### config.mk
export PLATFORM = sky130hd
export DESIGN_NAME = song_sequencer_flat
export DESIGN_NICKNAME = d
export VERILOG_FILES = /design/src/rtl/song_sequencer_if.sv /design/src/rtl/song_sequencer.sv /design/src/flat_wrapper.sv
export SDC_FILE = /design/constraint.sdc
export NUM_CORES = 1
export LEC_CHECK = 0
export BUFFER_PORTS_ARGS = -buffer_cell sky130_fd_sc_hd__buf_2
export CORE_UTILIZATION = 45
export CTS_BUF_LIST = sky130_fd_sc_hd__clkbuf_8
export DETAILED_ROUTE_END_ITERATION = 8
export PLACE_DENSITY = 0.77
export SYNTH_ARGS = -nofsm -noshare
export SYNTH_HDL_FRONTEND = slang
export SYNTH_SLANG_ARGS = --single-unit
### constraint.sdc
create_clock -name clk -period 2.06 [get_ports clk]
set_input_delay 0.309 -clock clk [delete_from_list [all_inputs] [get_ports clk]]
set_output_delay 0.309 -clock clk [all_outputs]
set_load 0.1 [all_outputs]
### src/rtl/song_sequencer_if.sv
// Score ROM read port and note handshake between the song sequencer (master)
// and its environment: score ROM plus tone generator (slave).
interface song_sequencer_if #(
    parameter int ROM_AW   = 8,
    parameter int PERIOD_W = 17,
    parameter int LEN_W    = 11
);
    logic [ROM_AW-1:0]         rom_addr;
    logic [PERIOD_W+LEN_W+1:0] rom_data;
    logic                      note_valid;
    logic                      note_ready;
    logic [PERIOD_W-1:0]       note_period;
    logic [LEN_W-1:0]          note_len;
    logic                      note_rest;

    modport master (
        output rom_addr,
        input  rom_data,
        output note_valid,
        input  note_ready,
        output note_period,
        output note_len,
        output note_rest
    );

    modport slave (
        input  rom_addr,
        output rom_data,
        input  note_valid,
        output note_ready,
        input  note_period,
        input  note_len,
        input  note_rest
    );
endinterface

### src/rtl/song_sequencer.sv
// Buzzer playback controller: song select, play/pause, note fetch and issue.
// Optional feature macro SONG_LOOP_EN: restart the song at its base on end-of-song.
module song_sequencer #(
    parameter int ROM_AW    = 8,
    parameter int PERIOD_W  = 17,
    parameter int LEN_W     = 11,
    parameter int NUM_SONGS = 3
) (
    input  logic                    clk,
    input  logic                    rst,
    input  logic                    btn_next,
    input  logic                    btn_play,
    song_sequencer_if.master        bus,
    output logic [1:0]              song_idx,
    output logic                    playing,
    output logic                    song_done
);
    localparam int DW = PERIOD_W + LEN_W + 2;

    typedef enum logic [2:0] {
        S_IDLE   = 3'd0,
        S_FETCH  = 3'd1,
        S_LATCH  = 3'd2,
        S_ISSUE  = 3'd3,
        S_PAUSED = 3'd4
    } state_t;

    state_t                state_q, state_d;
    logic [ROM_AW-1:0]     rom_addr_q, rom_addr_d;
    logic                  note_valid_q, note_valid_d;
    logic [PERIOD_W-1:0]   note_period_q, note_period_d;
    logic [LEN_W-1:0]      note_len_q, note_len_d;
    logic                  note_rest_q, note_rest_d;
    logic [1:0]            song_idx_q, song_idx_d;
    logic                  playing_q, playing_d;
    logic                  song_done_q, song_done_d;
    logic                  pause_pending_q, pause_pending_d;
    logic                  ovf_q, ovf_d;
    logic                  eos_s;
    logic                  pause_eff_s;
    logic [1:0]            next_idx_s;

    function automatic logic [ROM_AW-1:0] base_of(input logic [1:0] idx);
        base_of = ROM_AW'({idx, 6'd0});
    endfunction

    function automatic logic [1:0] next_song(input logic [1:0] idx);
        if ({30'd0, idx} >= 32'(NUM_SONGS - 1)) begin
            next_song = 2'd0;
        end else begin
            next_song = idx + 2'd1;
        end
    endfunction

    // An accepted entry at offset 63 forces end-of-song on the following latch.
    assign eos_s      = bus.rom_data[DW-1] | ovf_q;
    assign next_idx_s = next_song(song_idx_q);
    // Pause decision for this cycle, including a same-cycle play press or cancel.
    assign pause_eff_s = playing_q ? btn_play : (pause_pending_q & ~btn_play);

    // State register.
    always_ff @(posedge clk) begin
        if (rst) begin
            state_q <= S_IDLE;
        end else begin
            state_q <= state_d;
        end
    end

    // Next-state logic; song change overrides every state.
    always_comb begin
        state_d = S_IDLE;
        if (btn_next) begin
            if (playing_q) begin
                state_d = btn_play ? S_PAUSED : S_FETCH;
            end else begin
                state_d = btn_play ? S_FETCH : S_IDLE;
            end
        end else begin
            case (state_q)
                S_IDLE:   state_d = btn_play ? S_FETCH : S_IDLE;
                S_FETCH:  state_d = S_LATCH;
                S_LATCH: begin
                    if (eos_s) begin
`ifdef SONG_LOOP_EN
                        state_d = pause_eff_s ? S_PAUSED : S_FETCH;
`else
                        state_d = S_IDLE;
`endif
                    end else begin
                        state_d = S_ISSUE;
                    end
                end
                S_ISSUE: begin
                    if (bus.note_ready) begin
                        state_d = pause_eff_s ? S_PAUSED : S_FETCH;
                    end else begin
                        state_d = S_ISSUE;
                    end
                end
                S_PAUSED: state_d = btn_play ? S_FETCH : S_PAUSED;
                default:  state_d = S_IDLE;
            endcase
        end
    end

    // Output and datapath next values.
    always_comb begin
        rom_addr_d      = rom_addr_q;
        note_valid_d    = note_valid_q;
        note_period_d   = note_period_q;
        note_len_d      = note_len_q;
        note_rest_d     = note_rest_q;
        song_idx_d      = song_idx_q;
        playing_d       = playing_q;
        song_done_d     = 1'b0;
        pause_pending_d = pause_pending_q;
        ovf_d           = ovf_q;
        if (btn_next) begin
            song_idx_d      = next_idx_s;
            rom_addr_d      = base_of(next_idx_s);
            pause_pending_d = 1'b0;
            ovf_d           = 1'b0;
            note_valid_d    = 1'b0;
            playing_d       = btn_play ? ~playing_q : playing_q;
        end else begin
            if (btn_play) begin
                if ((state_q == S_IDLE) || (state_q == S_PAUSED) || !playing_q) begin
                    playing_d       = 1'b1;
                    pause_pending_d = 1'b0;
                end else begin
                    playing_d       = 1'b0;
                    pause_pending_d = 1'b1;
                end
            end else begin
                playing_d       = playing_q;
                pause_pending_d = pause_pending_q;
            end
            case (state_q)
                S_IDLE: begin
                    if (btn_play) begin
                        rom_addr_d = base_of(song_idx_q);
                    end else begin
                        rom_addr_d = rom_addr_q;
                    end
                end
                S_LATCH: begin
                    if (eos_s) begin
                        song_done_d     = 1'b1;
                        rom_addr_d      = base_of(song_idx_q);
                        ovf_d           = 1'b0;
                        pause_pending_d = 1'b0;
`ifndef SONG_LOOP_EN
                        playing_d       = 1'b0;
`endif
                    end else begin
                        note_period_d = bus.rom_data[PERIOD_W-1:0];
                        note_len_d    = bus.rom_data[PERIOD_W+LEN_W-1:PERIOD_W];
                        note_rest_d   = bus.rom_data[PERIOD_W+LEN_W];
                        note_valid_d  = 1'b1;
                    end
                end
                S_ISSUE: begin
                    if (bus.note_ready) begin
                        note_valid_d    = 1'b0;
                        rom_addr_d      = {rom_addr_q[ROM_AW-1:6], rom_addr_q[5:0] + 6'd1};
                        ovf_d           = (rom_addr_q[5:0] == 6'h3f);
                        pause_pending_d = 1'b0;
                    end else begin
                        note_valid_d = 1'b1;
                    end
                end
                default: begin
                end
            endcase
        end
    end

    // Datapath and output registers.
    always_ff @(posedge clk) begin
        if (rst) begin
            rom_addr_q      <= '0;
            note_valid_q    <= 1'b0;
            note_period_q   <= '0;
            note_len_q      <= '0;
            note_rest_q     <= 1'b0;
            song_idx_q      <= 2'd0;
            playing_q       <= 1'b0;
            song_done_q     <= 1'b0;
            pause_pending_q <= 1'b0;
            ovf_q           <= 1'b0;
        end else begin
            rom_addr_q      <= rom_addr_d;
            note_valid_q    <= note_valid_d;
            note_period_q   <= note_period_d;
            note_len_q      <= note_len_d;
            note_rest_q     <= note_rest_d;
            song_idx_q      <= song_idx_d;
            playing_q       <= playing_d;
            song_done_q     <= song_done_d;
            pause_pending_q <= pause_pending_d;
            ovf_q           <= ovf_d;
        end
    end

    assign bus.rom_addr    = rom_addr_q;
    assign bus.note_valid  = note_valid_q;
    assign bus.note_period = note_period_q;
    assign bus.note_len    = note_len_q;
    assign bus.note_rest   = note_rest_q;
    assign song_idx        = song_idx_q;
    assign playing         = playing_q;
    assign song_done       = song_done_q;
endmodule

### src/flat_wrapper.sv
// flat-port wrapper written by rule: the top's interface ports become plain ports
module song_sequencer_flat 
#(
    parameter int ROM_AW    = 8,
    parameter int PERIOD_W  = 17,
    parameter int LEN_W     = 11,
    parameter int NUM_SONGS = 3
)
  (clk, rst, btn_next, btn_play, song_idx, playing, song_done, bus_rom_addr, bus_rom_data, bus_note_valid, bus_note_ready, bus_note_period, bus_note_len, bus_note_rest);
  song_sequencer_if #(.ROM_AW(ROM_AW), .PERIOD_W(PERIOD_W), .LEN_W(LEN_W)) bus_i ();
  input  logic clk;
  input  logic rst;
  input  logic btn_next;
  input  logic btn_play;
  output logic [1:0] song_idx;
  output logic playing;
  output logic song_done;
  output wire logic [$bits(bus_i.rom_addr)-1:0] bus_rom_addr;
  input wire logic [$bits(bus_i.rom_data)-1:0] bus_rom_data;
  output wire logic [$bits(bus_i.note_valid)-1:0] bus_note_valid;
  input wire logic [$bits(bus_i.note_ready)-1:0] bus_note_ready;
  output wire logic [$bits(bus_i.note_period)-1:0] bus_note_period;
  output wire logic [$bits(bus_i.note_len)-1:0] bus_note_len;
  output wire logic [$bits(bus_i.note_rest)-1:0] bus_note_rest;
  assign bus_rom_addr = bus_i.rom_addr;
  assign bus_i.rom_data = bus_rom_data;
  assign bus_note_valid = bus_i.note_valid;
  assign bus_i.note_ready = bus_note_ready;
  assign bus_note_period = bus_i.note_period;
  assign bus_note_len = bus_i.note_len;
  assign bus_note_rest = bus_i.note_rest;
  song_sequencer #(.ROM_AW(ROM_AW), .PERIOD_W(PERIOD_W), .LEN_W(LEN_W), .NUM_SONGS(NUM_SONGS)) u_core (.clk(clk), .rst(rst), .btn_next(btn_next), .btn_play(btn_play), .bus(bus_i), .song_idx(song_idx), .playing(playing), .song_done(song_done));
endmodule
==> summary.md <==
| Metric | Value |
|---|---|
| Status | `completed` |
| Number of buffers created by CTS | `5` |
| Power density over cell area | `711 nW/um2` |
| Worst slew margin | `67.3%` |
| Hold Crit Class | `in2reg` |
| NetSw | `0.473 mW` |
| Worst Path Class, Setup | `reg2reg` |
| Clk Latency, worst-skew pair | `0.30 ns` |
| Total die area | `4580 um2` |
| Mapped cell area | `1940 um2` |
| Setup TNS | `0 ns` |
| Arrival time at the worst endpoint | `2.05 ns` |
| Vias in the first global route | `1528` |
| Setup Buffers After CTS | `0` |
| Setup violations, final | `0` |
| Layout cell share with drive strength beyond 1 | `30.0%` |
| Root buf cell | `clkbuf_8` |
| Crit. End Element | `register` |
| Routability congestion estimate | `0.810` |
| WL/cell | `11.6 um` |
| Initial antenna violation count | `0` |
| Grt ovf | `0` |
| Crit path launch type | `register` |
| Internal power | `1.26 mW` |
| First-pass GRT wire length | `6.43 mm` |
| Largest net degree at the start of global routing | `30` |
| CP max FO | `29` |
| H-tree depth | `2` |
| First-pass iteration count of the detailed router | `4` |
| HPWL after DPL | `3.11 mm` |
| CP max stage delay | `0.54 ns` |
| Routed Antenna Nets | `0` |
| RSZ-0062 raised after global routing | `false` |
| Avg Cell Area, Syn | `8.13 um2` |
| Largest delay share family, worst path | `simple AND/OR/NAND/NOR gates` |
| FP Rows | `23` |
| Gr usage total | `18.6%` |
| Core ar. | `4090 um2` |
| Logic pwr share | `12.5%` |
| Drt drc | `0` |
| Synth Net Count | `276` |
| Drt initial violations | `62` |
| Vert. Die Dim | `67.7 um` |
| DIE WIDTH | `67.7 um` |
| Post-route clock skew | `0.00940 ns` |
| Final Hold Viols | `0` |
| Max Cap Viol | `0` |
| Critical path cell sequence | `or4b_4 > or3_4 > nand2_1 > a21oi_1` |
| VDD IR max | `0.000438 V` |
| Gate Count Post-Synth | `239` |
| Highest clock rate | `536 MHz` |
| Pre-CTS WS | `0.197 ns` |
| Clock slew at reported path FFs | `0.09 ns` |
| CP Buf/Inv Count | `0` |
| Synth cell types | `37` |
| Final WL | `4.20 mm` |
| Sequential area share after synthesis | `48.4%` |
| Yosys warnings | `0` |
| Req. time, crit path | `2.25 ns` |
| Yosys reg bits | `47` |
| Slew @ Worst Pin | `0.493 ns` |
| Worst path slowest cell | `or4b_4` |
| Hold_buf cts | `0` |
| Clk buf depth | `2` |
| Vias | `1873` |
| # clock sinks | `47` |
| Fin crit share | `90.6%` |
| Inserted Diodes | `0` |
| Leakage power | `1.02 nW` |
| Setup ws final | `0.194 ns` |
| Sw Ratio | `27.2%` |
| Port bufs | `76` |
| Final #Nets | `349` |
| Post-CTS sizing | `0` |
| Sequential share of power | `54.0%` |
| Ports | `77` |
| Synthesis-to-layout area growth | `25.6%` |
| Tmin final | `1.87 ns` |
| Clock Power Share | `33.4%` |
| Via/cell ratio | `5.16` |
| Pins Over Slew Limit | `0` |
| Clock tree from TritonCTS | `yes` |
| Starting density of the core | `47.6%` |
## registers in the layout, summed over array words and instances, names as in the netlist
name and flops:
u_core.song_done 1, u_core.state_q 3, u_core.bus.note_rest 1, u_core.ovf_q 1
u_core.bus.rom_addr 8, u_core.bus.note_len 11, u_core.pause_pending_q 1, u_core.bus.note_period 17
u_core.song_idx 2, u_core.bus.note_valid 1, u_core.playing 1
## stage by stage
step / hold WS [ns] / instance area [um2] / utilization, % / power (mW) / std cells
after detailed placement: 0.443 / 2340 / 57.3 / 1.18 / 355
after floorplan: 0.445 / 1940 / - / 1.11 / 239
final: 0.235 / 2440 / 59.7 / 1.73 / 363
after CTS: 0.230 / 2440 / 59.7 / 1.76 / 363
after global placement: 0.435 / 2340 / 57.3 / 1.18 / 355
after global routing: 0.228 / 2440 / 59.7 / 1.81 / 363
## cell usage in the layout, fill, tap and decap left out, types with 2 or more instances in the layout
cell and n:
a21oi_1 41, a311oi_1 3, buf_2 76, buf_4 5, clkbuf_8 6, dfxtp_1 47
ha_1 2, inv_1 3, mux2i_1 2, nand2_1 63, nand2b_1 6, nand3_1 6
nand3b_1 2, nor2_1 10, nor2b_1 2, nor3_1 3, nor4_1 4, o21ai_0 9
o22ai_1 2, or3_1 4
## worst paths after layout
| check | slack, ns | cells past startpoint | end | startpoint |
|---|---|---|---|---|
| worst max register to register | 0.19 | 4 | u_core.bus.note_period[16] | u_core.state_q[1] |
| worst min-delay path | 0.23 | 3 | u_core.bus.note_period[6] | bus_rom_data[6] |
| worst min register to register | 0.45 | 2 | u_core.bus.note_valid | u_core.bus.note_valid |
| worst max-delay path | 0.19 | 4 | u_core.bus.note_period[16] | u_core.state_q[1] |
## logic make-up (layout without fill, tap and decap cells)
group | Yosys count | in the layout | synth area share (%)
AND/OR/NAND/NOR | 110 | 110 | 27.2
AO/OA/AOI/OAI | 60 | 60 | 17.0
flip-flops | 47 | 47 | 48.4
buffers and inverters | 18 | 92 | 5.09
adder cells (fa/ha/maj) | 2 | 2 | 1.29
multiplexers | 2 | 2 | 1.03
## worst reg2reg max path, cell delays in order (launching register included)
cell     delay (ns)
dfxtp_1        0.52
or4b_4         0.54
or3_4          0.50
nand2_1        0.14
a21oi_1        0.07
## layer usage
layer  global-route usage (%)  routed length [um]  vias up
met4                     7.98                  46        0
met1                     21.8                1870      843
met3                     4.22                 248        4
li1                         -                   -      968
met2                     31.9                2040       58
met5                        0                   0        -
## power groups by stage
| stage | sequential [mW] | clock (mW) | combinational [mW] |
|---|---|---|---|
| final | 0.938 | 0.580 | 0.217 |
| after global placement | 0.959 | 0 | 0.217 |
| after CTS | 0.938 | 0.600 | 0.218 |
| after detailed placement | 0.959 | 0 | 0.218 |
| after floorplan | 1.03 | 0 | 0.0811 |
| after global routing | 0.941 | 0.639 | 0.234 |
## cells in the mapped netlist, drive strengths merged
cell	n	share of area (%)
nand2	63	12
dfxtp	47	48
a21oi	41	11
nor2	10	1.9
buf	9	3.3
o21ai	9	2.3
clkbuf	6	1.2
nand2b	6	1.9
nand3	6	1.5
or3	5	1.9
nor3	4	1.3
nor4	4	1.3
a311oi	3	1.4
inv	3	0.58
ha	2	1.3
mux2i	2	1.0
nand3b	2	0.77
nor2b	2	0.64
o22ai	2	0.64
a21boi	1	0.39
a311o	1	0.52
and4	1	0.45
nand4b	1	0.45
nor3b	1	0.39
nor4b	1	0.45
nor4bb	1	0.52
o21bai	1	0.39
o31ai	1	0.39
o41ai	1	0.45
or2	1	0.32
or3b	1	0.45
or4b	1	0.71
## final cells by class
cell class	instances	area, um2
multi-input combinational	174	910
inverter	3	11.3
sequential	47	941
fill	404	1650
clock buffer	6	82.6
timing repair buffer	81	418
clock inverter	2	16.3
tap	50	62.6
Note: power is estimated with default switching activity, not from simulation.
